### src/rtl/sync_dpram_be.sv
// sync_dpram_be: single-clock simple dual-port RAM with per-lane write enables,
// 1- or 2-cycle registered read, selectable read-during-write result and an
// optional hardware clear that zeroes every word after reset.
module sync_dpram_be #(
   parameter int ADDRSIZE       = 4,
   parameter int DATASIZE       = 8,
   parameter int LANE           = 8,
   parameter int RD_LAT         = 1,
   parameter int RDW_NEW        = 0,
   parameter int CLEAR_ON_RESET = 1
) (
   input  logic                       clk,
   input  logic                       rst,
   input  logic                       wen,
   input  logic [DATASIZE/LANE-1:0]   wbe,
   input  logic [ADDRSIZE-1:0]        waddr,
   input  logic [DATASIZE-1:0]        wdata,
   input  logic                       ren,
   input  logic [ADDRSIZE-1:0]        raddr,
   output logic [DATASIZE-1:0]        rdata,
   output logic                       rvalid,
   output logic                       init_busy
);

   localparam int DEPTH = 1 << ADDRSIZE;
   localparam int NLANE = DATASIZE / LANE;

   localparam logic [0:0] ST_IDLE  = 1'b0;
   localparam logic [0:0] ST_CLEAR = 1'b1;

   // Parameter sanity, caught while elaborating rather than in silicon.
   generate
      if (!(RD_LAT == 1 || RD_LAT == 2)) begin : g_bad_rd_lat
         $error("sync_dpram_be: RD_LAT must be 1 or 2");
      end
      if ((DATASIZE % LANE) != 0) begin : g_bad_lane
         $error("sync_dpram_be: DATASIZE must be a multiple of LANE");
      end
   endgenerate

   logic [DATASIZE-1:0] mem [DEPTH];

   logic [0:0]          state_q, state_d;
   logic [ADDRSIZE-1:0] clr_cnt_q, clr_cnt_d;
   logic                busy;

   assign busy      = (state_q == ST_CLEAR);
   assign init_busy = busy;

   // Clear sequencer: walk clr_cnt over every address, leave CLEAR after the last one.
   always_comb begin
      state_d   = state_q;
      clr_cnt_d = clr_cnt_q;
      if (state_q == ST_CLEAR) begin
         clr_cnt_d = clr_cnt_q + 1'b1;
         if (&clr_cnt_q) begin
            state_d = ST_IDLE;
         end
      end
   end

   // Sequencer state; reset restarts the clear from address 0 when enabled.
   always_ff @(posedge clk) begin
      if (rst) begin
         state_q   <= (CLEAR_ON_RESET != 0) ? ST_CLEAR : ST_IDLE;
         clr_cnt_q <= '0;
      end else begin
         state_q   <= state_d;
         clr_cnt_q <= clr_cnt_d;
      end
   end

   // Write port mux: the clear owns the port while busy, user writes are dropped.
   logic [ADDRSIZE-1:0] mw_addr;
   logic [DATASIZE-1:0] mw_data;
   logic [NLANE-1:0]    mw_be;

   always_comb begin
      mw_addr = waddr;
      mw_data = wdata;
      mw_be   = '0;
      if (!rst) begin
         if (busy) begin
            mw_addr = clr_cnt_q;
            mw_data = '0;
            mw_be   = '1;
         end else if (wen) begin
            mw_be = wbe;
         end
      end
   end

   // Memory array write, one enable per lane; contents are never reset.
   always_ff @(posedge clk) begin
      for (int i = 0; i < NLANE; i++) begin
         if (mw_be[i]) begin
            mem[mw_addr][i*LANE +: LANE] <= mw_data[i*LANE +: LANE];
         end
      end
   end

   // Read word with optional same-edge bypass of the enabled write lanes.
   logic [DATASIZE-1:0] rd_word;
   logic [DATASIZE-1:0] rd_merged;
   logic                rdw_hit;
   logic                ren_ok;

   assign rd_word = mem[raddr];
   assign rdw_hit = (RDW_NEW != 0) && wen && (waddr == raddr);
   assign ren_ok  = ren && !busy;

   generate
      for (genvar gi = 0; gi < NLANE; gi++) begin : g_lane
         assign rd_merged[gi*LANE +: LANE] = (rdw_hit && wbe[gi]) ? wdata[gi*LANE +: LANE]
                                                                  : rd_word[gi*LANE +: LANE];
      end
   endgenerate

   logic [DATASIZE-1:0] rd1_data_q;
   logic                rd1_valid_q;

   // First read stage: capture on an accepted read, otherwise hold data and drop valid.
   always_ff @(posedge clk) begin
      if (rst) begin
         rd1_data_q  <= '0;
         rd1_valid_q <= 1'b0;
      end else begin
         rd1_valid_q <= ren_ok;
         if (ren_ok) begin
            rd1_data_q <= rd_merged;
         end
      end
   end

   generate
      if (RD_LAT == 2) begin : g_lat2
         logic [DATASIZE-1:0] rd2_data_q;
         logic                rd2_valid_q;

         // Second read stage: straight copy of the first stage, no hazard handling.
         always_ff @(posedge clk) begin
            if (rst) begin
               rd2_data_q  <= '0;
               rd2_valid_q <= 1'b0;
            end else begin
               rd2_data_q  <= rd1_data_q;
               rd2_valid_q <= rd1_valid_q;
            end
         end

         assign rdata  = rd2_data_q;
         assign rvalid = rd2_valid_q;
      end else begin : g_lat1
         assign rdata  = rd1_data_q;
         assign rvalid = rd1_valid_q;
      end
   endgenerate

endmodule

### config.mk
export PLATFORM = sky130hd
export DESIGN_NAME = sync_dpram_be
export DESIGN_NICKNAME = d
export VERILOG_FILES = /design/src/rtl/sync_dpram_be.sv
export SDC_FILE = /design/constraint.sdc
export NUM_CORES = 1
export LEC_CHECK = 0
export ABC_CLOCK_PERIOD_IN_PS = 2500
export BUFFER_PORTS_ARGS = -buffer_cell sky130_fd_sc_hd__buf_2
export CORE_MARGIN = 4
export CORE_UTILIZATION = 46
export CTS_CLUSTER_DIAMETER = 30
export CTS_CLUSTER_SIZE = 24
export DETAILED_ROUTE_END_ITERATION = 8
export PLACE_DENSITY = 0.6
export SYNTH_ARGS = -nofsm -noshare
export SYNTH_HDL_FRONTEND = slang
export SYNTH_SLANG_ARGS = --single-unit
### constraint.sdc
create_clock -name clk -period 2.5 [get_ports clk]
set_input_delay 0.25 -clock clk [delete_from_list [all_inputs] [get_ports clk]]
set_output_delay 0.25 -clock clk [all_outputs]
set_load 0.02 [all_outputs]
==> impl_table.tex, run 1 <==
\begin{tabular}{lr}
\hline
Metric & Value \\
\hline
\multicolumn{2}{l}{\textbf{Finish}} \\
\quad Antenna diode count & 0 \\
\quad Number of non-filler instances in the completed layout & 506 \\
\quad Layout area overhead & 18.3\% \\
\quad Multi-input combinational cell area & 1420 sq um \\
\quad Number of nets at the end of the flow & 368 \\
\quad Fraction of layout instances using a drive strength above 1 & 30.1\% \\
\quad Sequential cell area & 4120 sq um \\
\quad Fill cell count & 914 \\
\quad Post-route design area & 6690 sq um \\
\multicolumn{2}{l}{\textbf{Critical path}} \\
\quad Critical Path RT & 2.60 ns \\
\quad Sort of element at the start of the critical path & flop \\
\quad Critical path cell sequence & nand2b\_1 > mux2i\_1 > nand2\_1 > nor2\_1 > buf\_4 \\
\quad Worst-case reg-to-reg path depth & 5 \\
\quad Capture point of the worst reg-to-reg path & mem[2][4]\$\_DFFE\_PP\_ \\
\quad Class of the most critical setup path & flop to flop \\
\quad Startpoint of the worst register-to-register path & init\_busy\$\_SDFF\_PP1\_ \\
\quad Max Fanout on Critical Path & 18 \\
\quad Worst path top cell family by delay & simple AND/OR/NAND/NOR gates \\
\quad Endpoint class of the critical path & flop \\
\quad Max stage delay on crit path & 0.37 ns \\
\quad Data arrival, critical path & 1.88 ns \\
\quad Number of buffer and inverter instances along the worst setup path & 1 \\
\quad Cell with the largest stage delay on the worst path & nand2b\_1 \\
\quad Flop2flop setup slack & 0.73 ns \\
\multicolumn{2}{l}{\textbf{Power and ir drop}} \\
\quad Leakage component of the power & 2.37 nW \\
\quad Power density cells & 819 nW/um\^{}2 \\
\quad IR drop worst, VDD & 0.384 mV \\
\multicolumn{2}{l}{\textbf{Clock tree}} \\
\quad Total number of H-tree levels & 4 \\
\quad Clock tree from TritonCTS & built \\
\quad Clock buffer count from CTS & 17 \\
\quad Number of gates resized after cts & 0 \\
\quad Maximum buffer depth of the clock tree & 2 \\
\quad Cell at the root of the clock tree & clkbuf\_16 \\
\quad Quantity of hold-fixing buffers added after cts & 0 \\
\quad Clock insertion delay at the later pin of the skew report & 0.41 ns \\
\quad Setup bufs post-CTS & 0 \\
\quad Clock transition at the registers of the reported paths & 0.06 ns \\
\quad Count of clock tree sinks & 142 \\
\multicolumn{2}{l}{\textbf{GRT}} \\
\quad Total overflow reported by the global router & 0 \\
\quad Pin count of the biggest net entering global routing & 19 \\
\quad Aggregate global-route resource usage & 16.0\% \\
\quad Vias in the first global route & 2873 \\
\quad Wire length of the first global-routing pass & 16.4 mm \\
\quad Number of antenna violations at the first check in global routing & 1 \\
\multicolumn{2}{l}{\textbf{Placement}} \\
\quad DPL Wire Length & 7.15 mm \\
\quad Buffers on Ports & 30 \\
\quad Worst Setup Slack post-DPL & 0.426 ns \\
\quad DP Cell Count & 474 \\
\quad Final GP Congestion & 0.762 \\
\quad Standard cell area after detailed placement & 6070 sq um \\
\multicolumn{2}{l}{\textbf{Worst hold path}} \\
\quad Worst min path class & input port to flop \\
\quad Origin of the worst min-delay path & rst \\
\quad Worst Hold End & clr\_cnt\_q[0]\$\_SDFFE\_PP0P\_ \\
\quad Worst hold path cell count & 2 \\
\multicolumn{2}{l}{\textbf{Timing}} \\
\quad Transition time of the tightest slew-check pin & 0.721 ns \\
\quad Setup TNS & 0 ns \\
\quad Smallest setup slack after layout & 0.726 ns \\
\quad Final worst path period share & 71.0\% \\
\quad RSZ-0062 raised after global routing & false \\
\quad Number of max-slew violations in the final report & 0 \\
\quad Hold violation count in the final report & 0 \\
\quad Final period demand of the worst path & 1.77 ns \\
\quad Max-Slew Margin vs Limit & 51.9\% \\
\quad F\_max & 0.564 GHz \\
\quad Final setup skew & 0.00826 ns \\
\quad \# setup viols final & 0 \\
\multicolumn{2}{l}{\textbf{Detailed routing}} \\
\quad Total detailed-routing wirelength & 10.6 mm \\
\quad Detailed-router iteration count before antenna repair & 4 \\
\quad Initial DRC count & 149 \\
\quad Average wire per standard cell & 21.0 um \\
\quad Final routed DRC violation total & 0 \\
\quad Number of vias after detailed routing & 2805 \\
\quad Drt via density & 5.54 \\
\quad Remaining antenna violation count after routing & 0 \\
\multicolumn{2}{l}{\textbf{Yosys}} \\
\quad Synthesized netlist cell count & 287 \\
\quad Number of enable-type register cells in the synthesized netlist & 128 \\
\quad Number of nets produced by synthesis & 309 \\
\quad Mapped Area & 5660 sq um \\
\quad Register bit count reported by yosys & 142 \\
\quad Async S/R FF share, synth & 0\% \\
\quad Yosys warnings & 0 \\
\quad Sequential fraction of the synthesis area & 72.9\% \\
\quad Number of distinct standard cells referenced by the synthesized netlist & 34 \\
\quad Avg Synthesized Cell Area & 19.7 sq um \\
\quad Most used flip-flop cell after synthesis & edfxtp\_1 \\
\multicolumn{2}{l}{\textbf{Floorplanning}} \\
\quad Horizontal die dimension & 119 um \\
\quad Top-level I/O count & 31 \\
\quad Starting density of the core & 47.1\% \\
\quad Core Rows & 40 \\
\quad Die H & 119 um \\
\quad Total Die Area & 14100 sq um \\
\quad Core box area & 12000 sq um \\
\multicolumn{2}{l}{\textbf{Flow run}} \\
\quad Max-cap check violation count & 0 \\
\multicolumn{2}{l}{\textbf{Run status}} \\
\quad Run status & completed \\
\hline
\end{tabular}
logic make-up (layout without fill, tap and decap cells):
group / count (synthesis) / in the layout / share of synthesized area, %
DFF: 142 / 142 / 72.9
muxes: 51 / 51 / 17.5
and+or+nand+nor: 48 / 48 / 4.18
AOI/OAI and AO/OA: 24 / 24 / 2.70
buffers and inverters: 18 / 90 / 2.06
xor gates and xnor gates: 3 / 3 / 0.464
adders and majority gates: 1 / 1 / 0.221
routing by layer:
| layer | vias to the layer above | global-route usage, % | routed length, um |
|---|---|---|---|
| li1 | 1287 | - | - |
| met1 | 1443 | 21.4 | 5040 |
| met2 | 64 | 25.0 | 5060 |
| met3 | 11 | 4.08 | 341 |
| met4 | 0 | 6.73 | 170 |
| met5 | - | 0 | 0 |
stage by stage:
stage / total power, W / hold slack (ns) / util (%)
detailed placement: 0.00295 / 0.494 / 50.6
global route: 0.00565 / 0.120 / 55.7
floorplan: 0.00286 / 0.441 / -
CTS: 0.00553 / 0.118 / 55.7
global placement: 0.00294 / 0.489 / 50.6
finish: 0.00548 / 0.132 / 55.7
layout make-up:
| cell class | instances | area share, % |
|---|---|---|
| sequential | 142 | 61.6 |
| timing repair buffer | 55 | 5.05 |
| inverter | 3 | 0.168 |
| clock inverter | 11 | 2.49 |
| tap | 147 | 2.75 |
| clock buffer | 21 | 6.73 |
| multi-input combinational | 127 | 21.2 |
cell usage after synthesis, types with 3 or more instances:
cell type	count	area share, %
inv_1	3	0.20
a31oi_1	4	0.44
o21ai_1	4	0.35
a22oi_1	7	0.93
clkbuf_1	5	0.33
a21oi_1	3	0.27
dfxtp_1	14	5.0
mux2i_1	10	1.8
mux4_2	14	5.6
nor2_1	21	1.4
and2_1	8	0.88
buf_2	5	0.44
o21ai_0	4	0.35
edfxtp_1	128	68
nand2_1	8	0.53
nor3b_1	3	0.40
mux2_2	9	1.8
mux4_1	18	8.4
sequential cells by signal (all words and copies together), names as in the netlist:
name,count
clr_cnt_q,4
init_busy,1
mem,128
rvalid,1
rdata,8
where the power goes:
part | leakage, nW | switching (W) | internal [W] | total [W]
registers | 1.29 | 0.0000132 | 0.00263 | 0.00264
logic | 0.789 | 0.000143 | 0.000112 | 0.000255
clock network | 0.293 | 0.000893 | 0.00169 | 0.00258
total | 2.37 | 0.00105 | 0.00443 | 0.00548
cell usage in the layout, fill, tap and decap left out, types with 2 or more instances in the layout:
cell	n
edfxtp_1	128
buf_2	30
buf_4	25
nor2_1	21
mux4_1	18
clkbuf_16	17
mux4_2	14
dfxtp_1	14
mux2i_1	10
mux2_2	9
and2_1	8
nand2_1	8
a22oi_1	7
a31oi_1	4
o21ai_0	4
o21ai_1	4
bufinv_16	4
inv_1	3
a21oi_1	3
nor3b_1	3
clkbuf_1	3
clkinvlp_4	3
clkinv_2	3
nand2b_1	2
xor2_1	2
worst reg2reg max path, cell delays in order (launching register included):
cell and delay [ns]:
dfxtp_1 0.30, nand2b_1 0.37, mux2i_1 0.29, nand2_1 0.16, nor2_1 0.13, buf_4 0.21
how the worst max path moves through the flow:
| stage | endpoint | start | depth (start not counted) | slack (ns) |
|---|---|---|---|---|
| floorplan | mem[1][0]$_DFFE_PP_ | rst | 6 | 0.54 |
| global placement | rdata[3]$_SDFFE_PP0P_ | raddr[2] | 6 | 0.43 |
| detailed placement | rdata[1]$_SDFFE_PP0P_ | raddr[2] | 6 | 0.43 |
| CTS | mem[6][2]$_DFFE_PP_ | init_busy$_SDFF_PP1_ | 5 | 0.72 |
| global route | rdata[6]$_SDFFE_PP0P_ | init_busy$_SDFF_PP1_ | 6 | 0.54 |
| finish | mem[2][4]$_DFFE_PP_ | init_busy$_SDFF_PP1_ | 5 | 0.73 |
(Power assumes the default switching activity.)
==> run 2, diff against run 1 <==
--- a/config.mk
+++ b/config.mk
@@ -5,14 +5,14 @@
 export SDC_FILE = /design/constraint.sdc
 export NUM_CORES = 1
 export LEC_CHECK = 0
-export ABC_CLOCK_PERIOD_IN_PS = 2500
+export ABC_CLOCK_PERIOD_IN_PS = 1600
 export BUFFER_PORTS_ARGS = -buffer_cell sky130_fd_sc_hd__buf_2
 export CORE_MARGIN = 4
 export CORE_UTILIZATION = 46
 export CTS_CLUSTER_DIAMETER = 30
 export CTS_CLUSTER_SIZE = 24
 export DETAILED_ROUTE_END_ITERATION = 8
-export PLACE_DENSITY = 0.6
+export PLACE_DENSITY = 0.62
 export SYNTH_ARGS = -nofsm -noshare
 export SYNTH_HDL_FRONTEND = slang
 export SYNTH_SLANG_ARGS = --single-unit
==> constraint.sdc (replaced) <==
create_clock -name clk -period 1.6 [get_ports clk]
set_input_delay 0.16 -clock clk [delete_from_list [all_inputs] [get_ports clk]]
set_output_delay 0.16 -clock clk [all_outputs]
set_load 0.02 [all_outputs]
==> run 2 against run 1 <==
Against the previous run: critical path type unchanged; largest power group unchanged; power up 55%; fmax is 12% higher; sequential power increased by 56%; routed wire length grew 7.6%; clock power up 48%.
==> impl_table.tex, run 2 (synthesis gave the netlist of run 1 again) <==
\begin{tabular}{lr}
\hline
Metric & Value \\
\hline
\multicolumn{2}{l}{\textbf{Detailed routing}} \\
\quad Drt via density & 5.68 \\
\quad Average wire per standard cell & 22.1 um \\
\quad Detailed-router iteration count before antenna repair & 4 \\
\quad Total detailed-routing wirelength & 11.4 mm \\
\quad Initial DRC count & 179 \\
\quad Final routed DRC violation total & 0 \\
\quad Remaining antenna violation count after routing & 0 \\
\quad Number of vias after detailed routing & 2938 \\
\multicolumn{2}{l}{\textbf{Finish}} \\
\quad Flip-flop count of the largest register after layout & 128 \\
\quad Register with the highest flop count & mem \\
\quad Leading cell type in the layout, fill and taps excluded & edfxtp\_1 \\
\quad Fill cell count & 863 \\
\quad Commonest cells after routing, fill and taps aside & edfxtp\_1 (128), buf\_2 (30), buf\_12 (19) \\
\quad Antenna diode count & 0 \\
\quad Fraction of layout instances using a drive strength above 1 & 41.9\% \\
\quad Number of nets at the end of the flow & 379 \\
\quad Layout area overhead & 28.9\% \\
\multicolumn{2}{l}{\textbf{GRT}} \\
\quad Grt met2 use & 29.0\% \\
\quad Number of antenna violations at the first check in global routing & 0 \\
\quad Pin count of the biggest net entering global routing & 17 \\
\quad Routing usage on met1 & 21.9\% \\
\quad Gr busiest metal & met2 \\
\quad Total overflow reported by the global router & 0 \\
\quad Met3 GRT Util & 4.94\% \\
\quad Wire length of the first global-routing pass & 18.3 mm \\
\quad Vias in the first global route & 3179 \\
\quad Aggregate global-route resource usage & 17.3\% \\
\multicolumn{2}{l}{\textbf{Clock tree}} \\
\quad Count of clock tree sinks & 142 \\
\quad Clock tree from TritonCTS & built \\
\quad Clock insertion delay at the later pin of the skew report & 0.41 ns \\
\quad Maximum buffer depth of the clock tree & 2 \\
\quad Cell at the root of the clock tree & clkbuf\_16 \\
\quad Quantity of hold-fixing buffers added after cts & 0 \\
\quad Clock transition at the registers of the reported paths & 0.05 ns \\
\quad Clock buffer count from CTS & 17 \\
\quad Total number of H-tree levels & 4 \\
\multicolumn{2}{l}{\textbf{Critical path}} \\
\quad Critical Path RT & 1.77 ns \\
\quad Flop2flop setup slack & 0.02 ns \\
\quad Number of buffer and inverter instances along the worst setup path & 2 \\
\quad Setup crit start & init\_busy\$\_SDFF\_PP1\_ \\
\quad Max Fanout on Critical Path & 8 \\
\quad Sort of element at the start of the critical path & flop \\
\quad Cell with the largest stage delay on the worst path & mux2\_2 \\
\quad Worst path top cell family by delay & multiplexers \\
\quad Capture point of the worst reg-to-reg path & mem[14][0]\$\_DFFE\_PP\_ \\
\quad Endpoint class of the critical path & flop \\
\quad Critical path cell sequence & nand2b\_4 > buf\_12 > mux2\_2 > nand2\_4 > nor2\_4 > buf\_12 \\
\quad Startpoint of the worst register-to-register path & init\_busy\$\_SDFF\_PP1\_ \\
\quad Count of cell instances traversed by the critical path & 6 \\
\quad Data arrival, critical path & 1.75 ns \\
\quad Worst-case reg-to-reg path depth & 6 \\
\quad Most frequent cell on the critical path & buf\_12 \\
\quad Max stage delay on crit path & 0.38 ns \\
\quad Critical path destination & mem[14][0]\$\_DFFE\_PP\_ \\
\quad Class of the most critical setup path & flop to flop \\
\multicolumn{2}{l}{\textbf{Timing}} \\
\quad Setup TNS & 0 ns \\
\quad Max-Slew Margin vs Limit & 59.8\% \\
\quad \# setup viols final & 0 \\
\quad Hold violation count in the final report & 0 \\
\quad F\_max & 0.632 GHz \\
\quad Transition time of the tightest slew-check pin & 0.603 ns \\
\quad Final period demand of the worst path & 1.58 ns \\
\quad Final setup skew & 0.00663 ns \\
\quad Hold slack & 0.0805 ns \\
\quad Number of max-slew violations in the final report & 0 \\
\quad Final worst path period share & 98.9\% \\
\quad RSZ-0062 raised after global routing & true \\
\multicolumn{2}{l}{\textbf{Run status}} \\
\quad Run status & completed \\
\multicolumn{2}{l}{\textbf{Placement}} \\
\quad DPL Wire Length & 7.60 mm \\
\quad Final GP Congestion & 0.725 \\
\quad Buffers on Ports & 30 \\
\multicolumn{2}{l}{\textbf{Floorplanning}} \\
\quad Core Rows & 40 \\
\quad Starting density of the core & 47.1\% \\
\quad Total Die Area & 14100 sq um \\
\quad Die H & 119 um \\
\quad Horizontal die dimension & 119 um \\
\quad Core box area & 12000 sq um \\
\quad Top-level I/O count & 31 \\
\multicolumn{2}{l}{\textbf{Power and ir drop}} \\
\quad Leakage component of the power & 2.53 nW \\
\quad IR drop worst, VDD & 0.643 mV \\
\quad Power density cells & 1170 nW/um\^{}2 \\
\multicolumn{2}{l}{\textbf{Worst hold path}} \\
\quad Worst min path class & input port to flop \\
\multicolumn{2}{l}{\textbf{Flow run}} \\
\quad Max-cap check violation count & 0 \\
\hline
\end{tabular}
==> run 2: cell types whose count changed in the layout (fill, tap and decap cells not counted), sizes merged <==
cell	before	now
buf	55	66
clkinv	4	7
clkinvlp	3	4
bufinv	4	3
clkbuf	21	18
==> run 2: worst min-delay path by stage <==
| stage | from | endpoint | slack (ns) | depth (start not counted) |
|---|---|---|---|---|
| 2_1_floorplan | ren | rvalid$_SDFF_PP0_ | 0.35 | 1 |
| 3_3_place_gp | rdata[6]$_SDFFE_PP0P_ | rdata[6]$_SDFFE_PP0P_ | 0.48 | 2 |
| 4_1_cts | ren | rvalid$_SDFF_PP0_ | 0.07 | 2 |
| 3_5_place_dp | rdata[6]$_SDFFE_PP0P_ | rdata[6]$_SDFFE_PP0P_ | 0.48 | 2 |
| 6_report | ren | rvalid$_SDFF_PP0_ | 0.08 | 2 |
| 5_1_grt | ren | rvalid$_SDFF_PP0_ | 0.07 | 2 |
==> run 2: what timing repair did <==
action                                  in CTS  in global routing
cloned                                       1                  0
setup buffers                                5                  0
gates resized for setup                      8                 10
endpoints found under the setup margin     100                140
pin swaps                                    5                  3
endpoints found under the hold margin        0                  0
==> run 2: per-layer routing <==
layer  vias to the layer above  part of all wire [%]
met5                         -                     0
met4                         0                   1.4
met3                        18                   4.9
met2                        98                    52
met1                      1508                    42
li1                       1314                     -
==> run 2: area by class of cell <==
class / count / area [sq um] / share of cell area, %
Clock buffer: 18 / 429 / 5.89
Clock inverter: 14 / 150 / 2.06
Inverter: 3 / 11.3 / 0.154
Multi-Input combinational cell: 127 / 1700 / 23.4
Sequential cell: 142 / 4130 / 56.6
Tap cell: 147 / 184 / 2.52
Timing Repair Buffer: 66 / 686 / 9.40
==> run 2: worst register-to-register path: cells and delay by family (launching register included) <==
kind / cells / cell delay (ns)
mux: 1 / 0.38
flops: 1 / 0.36
simple gates: 3 / 0.32
buf+inv: 2 / 0.28
==> run 2: stage by stage <==
stage | instances | setup WS [ns] | util, % | instance area, sq um | total power [W]
after floorplan | 287 | 0.000758 | - | 5900 | 0.00453
after global placement | 479 | -0.158 | 54.3 | 6520 | 0.00470
after detailed placement | 479 | -0.151 | 54.3 | 6520 | 0.00471
after CTS | 517 | -0.000912 | 60.4 | 7260 | 0.00858
after global routing | 517 | -0.0321 | 60.7 | 7290 | 0.00879
final | 517 | 0.0180 | 60.7 | 7290 | 0.00851
==> run 2: report_power, final <==
| group | internal [W] | total [W] | switching, W |
|---|---|---|---|
| combinational | 0.000260 | 0.000550 | 0.000290 |
| clock | 0.00241 | 0.00383 | 0.00142 |
| sequential | 0.00410 | 0.00413 | 0.0000222 |
==> run 3, diff against run 2 <==
--- a/config.mk
+++ b/config.mk
@@ -12,7 +12,7 @@
 export CTS_CLUSTER_DIAMETER = 30
 export CTS_CLUSTER_SIZE = 24
 export DETAILED_ROUTE_END_ITERATION = 8
-export PLACE_DENSITY = 0.62
+export PLACE_DENSITY_LB_ADDON = 0.2
 export SYNTH_ARGS = -nofsm -noshare
 export SYNTH_HDL_FRONTEND = slang
 export SYNTH_SLANG_ARGS = --single-unit
==> run 3 against run 2 <==
Against the previous run: largest cell class unchanged; critical path type unchanged; die area unchanged; largest power group unchanged; clock power grew 5%; sequential power about the same.
==> impl_table.tex, run 3 (synthesis gave the netlist of run 1 again) <==
\begin{tabular}{lr}
\hline
Metric & Value \\
\hline
\multicolumn{2}{l}{\textbf{Run status}} \\
\quad Run status & completed \\
\multicolumn{2}{l}{\textbf{Timing}} \\
\quad Number of max-slew violations in the final report & 0 \\
\quad Hold violation count in the final report & 0 \\
\quad Final period demand of the worst path & 1.58 ns \\
\quad Final setup skew & 0.00552 ns \\
\quad Final worst path period share & 98.6\% \\
\quad Smallest setup slack after layout & 0.0227 ns \\
\quad \# setup viols final & 0 \\
\quad Max-Slew Margin vs Limit & 58.8\% \\
\quad RSZ-0062 raised after global routing & true \\
\quad Hold slack & 0.0860 ns \\
\quad F\_max & 0.634 GHz \\
\quad Transition time of the tightest slew-check pin & 0.618 ns \\
\multicolumn{2}{l}{\textbf{Detailed routing}} \\
\quad Detailed-router iteration count before antenna repair & 4 \\
\quad Total detailed-routing wirelength & 11.3 mm \\
\quad Initial DRC count & 182 \\
\quad Drt via density & 5.59 \\
\quad Final routed DRC violation total & 0 \\
\quad Average wire per standard cell & 21.9 um \\
\quad Remaining antenna violation count after routing & 0 \\
\quad Number of vias after detailed routing & 2894 \\
\multicolumn{2}{l}{\textbf{Power and ir drop}} \\
\quad Net switching power figure & 0.00168 W \\
\quad Share of power burned in the clock network & 46.1\% \\
\quad Combinational group share of total power & 6.4\% \\
\quad Sw frac & 19.3\% \\
\quad Internal power of the cells & 0.00701 W \\
\quad IR drop worst, VDD & 0.879 mV \\
\quad PnR Total Power & 0.00869 W \\
\quad Leakage component of the power & 2.57 nW \\
\quad Sequential cell fraction of total power & 47.5\% \\
\quad Power density cells & 1180 nW/um\^{}2 \\
\multicolumn{2}{l}{\textbf{Floorplanning}} \\
\quad Horizontal die dimension & 119 um \\
\quad Top-level I/O count & 31 \\
\quad Core Rows & 40 \\
\quad Core box area & 12000 sq um \\
\quad Total Die Area & 14100 sq um \\
\quad Starting density of the core & 47.1\% \\
\quad Die H & 119 um \\
\multicolumn{2}{l}{\textbf{Finish}} \\
\quad Commonest cells after routing, fill and taps aside & edfxtp\_1 (128), buf\_2 (30), buf\_12 (22) \\
\quad Number of nets at the end of the flow & 380 \\
\quad Fraction of layout instances using a drive strength above 1 & 41.5\% \\
\quad Multi-input combinational cell area & 1690 sq um \\
\quad Post-route design area & 7350 sq um \\
\quad Flip-flop count of the largest register after layout & 128 \\
\quad Fill cell count & 855 \\
\quad Leading cell type in the layout, fill and taps excluded & edfxtp\_1 \\
\quad Antenna diode count & 0 \\
\quad Layout area overhead & 29.8\% \\
\quad Register with the highest flop count & mem \\
\quad Sequential cell area & 4130 sq um \\
\multicolumn{2}{l}{\textbf{GRT}} \\
\quad Vias in the first global route & 3053 \\
\quad Number of antenna violations at the first check in global routing & 0 \\
\quad Total overflow reported by the global router & 0 \\
\quad Wire length of the first global-routing pass & 17.4 mm \\
\quad Pin count of the biggest net entering global routing & 17 \\
\quad Aggregate global-route resource usage & 17.1\% \\
\multicolumn{2}{l}{\textbf{Clock tree}} \\
\quad Maximum buffer depth of the clock tree & 2 \\
\quad Clock buffer count from CTS & 17 \\
\quad Quantity of hold-fixing buffers added after cts & 0 \\
\quad Clock insertion delay at the later pin of the skew report & 0.42 ns \\
\quad Cell at the root of the clock tree & clkbuf\_16 \\
\quad Total number of H-tree levels & 4 \\
\quad Count of clock tree sinks & 142 \\
\quad Clock transition at the registers of the reported paths & 0.05 ns \\
\quad Clock tree from TritonCTS & built \\
\multicolumn{2}{l}{\textbf{Critical path}} \\
\quad Data arrival, critical path & 1.76 ns \\
\quad Endpoint class of the critical path & flop \\
\quad Class of the most critical setup path & flop to flop \\
\quad Max Fanout on Critical Path & 8 \\
\quad Sort of element at the start of the critical path & flop \\
\quad Critical Path RT & 1.78 ns \\
\multicolumn{2}{l}{\textbf{Placement}} \\
\quad Final GP Congestion & 0.762 \\
\quad Standard cell area after detailed placement & 6600 sq um \\
\quad Buffers on Ports & 30 \\
\quad Worst Setup Slack post-DPL & -0.138 ns \\
\quad DPL Wire Length & 7.50 mm \\
\multicolumn{2}{l}{\textbf{Worst hold path}} \\
\quad Worst min path class & input port to flop \\
\multicolumn{2}{l}{\textbf{Flow run}} \\
\quad Max-cap check violation count & 0 \\
\hline
\end{tabular}
==> run 3: cell types whose count changed in the layout (fill, tap and decap cells not counted), moves of 2 or more <==
cell	before	now
a21oi_2	1	3
a21oi_4	2	0
buf_12	19	22
buf_6	2	0
clkbuf_1	1	3
clkbuf_8	0	5
clkinv_1	4	2
clkinvlp_4	4	0
==> run 3: power by group through the flow <==
stage          Combinational [W]  Clock, W  Sequential [W]
2_1_floorplan           0.000337         0         0.00419
3_3_place_gp            0.000535         0         0.00420
3_5_place_dp            0.000543         0         0.00420
4_1_cts                 0.000561   0.00409         0.00413
5_1_grt                 0.000595   0.00426         0.00413
6_report                0.000555   0.00401         0.00413
==> run 3: worst max-delay path: stages, from the launching register on <==
cell	delay, ns
dfxtp_4	0.36
nand2b_4	0.10
buf_12	0.13
mux2_2	0.38
nand2_4	0.16
nor2_4	0.06
buf_12	0.15
==> run 3: cell type report <==
type | instances | share of cell area (%)
flip-flops and latches | 142 | 56.2
clock inverters | 7 | 1.46
well taps | 147 | 2.50
multi-input cells | 127 | 23.0
repair buffers | 67 | 9.81
clock buffers | 25 | 6.88
inverters | 3 | 0.153
==> run 3: path summary, 6_finish.rpt <==
kind	start	to	slack, ns	cells past startpoint
min	ren	rvalid$_SDFF_PP0_	0.09	2
min reg2reg	rdata[6]$_SDFFE_PP0P_	rdata[6]$_SDFFE_PP0P_	0.48	2
max reg2reg	init_busy$_SDFF_PP1_	mem[9][4]$_DFFE_PP_	0.02	6
max	init_busy$_SDFF_PP1_	mem[9][4]$_DFFE_PP_	0.02	6
==> run 3: metrics by stage <==
stage | cells | TNS (ns) | util, %
after floorplan | 287 | 0 | -
after global placement | 481 | -2.64 | 55.0
after detailed placement | 481 | -3.14 | 55.0
after CTS | 518 | 0 | 60.9
after global routing | 518 | -1.42 | 61.2
final | 518 | 0 | 61.2
==> run 3: timing repair <==
action / in CTS / in global routing
resized for setup: 6 / 6
pin swaps: 3 / 2
endpoints found under the setup margin: 113 / 114
buffers inserted: 5 / 0
gates cloned: 0 / 1
==> run 3: layer usage <==
metal / GRT usage, % / share of wire [%]
met1: 21.7 / 42
met5: 0 / 0
met4: 7.75 / 2.5
met2: 27.2 / 51
met3: 5.13 / 4.3
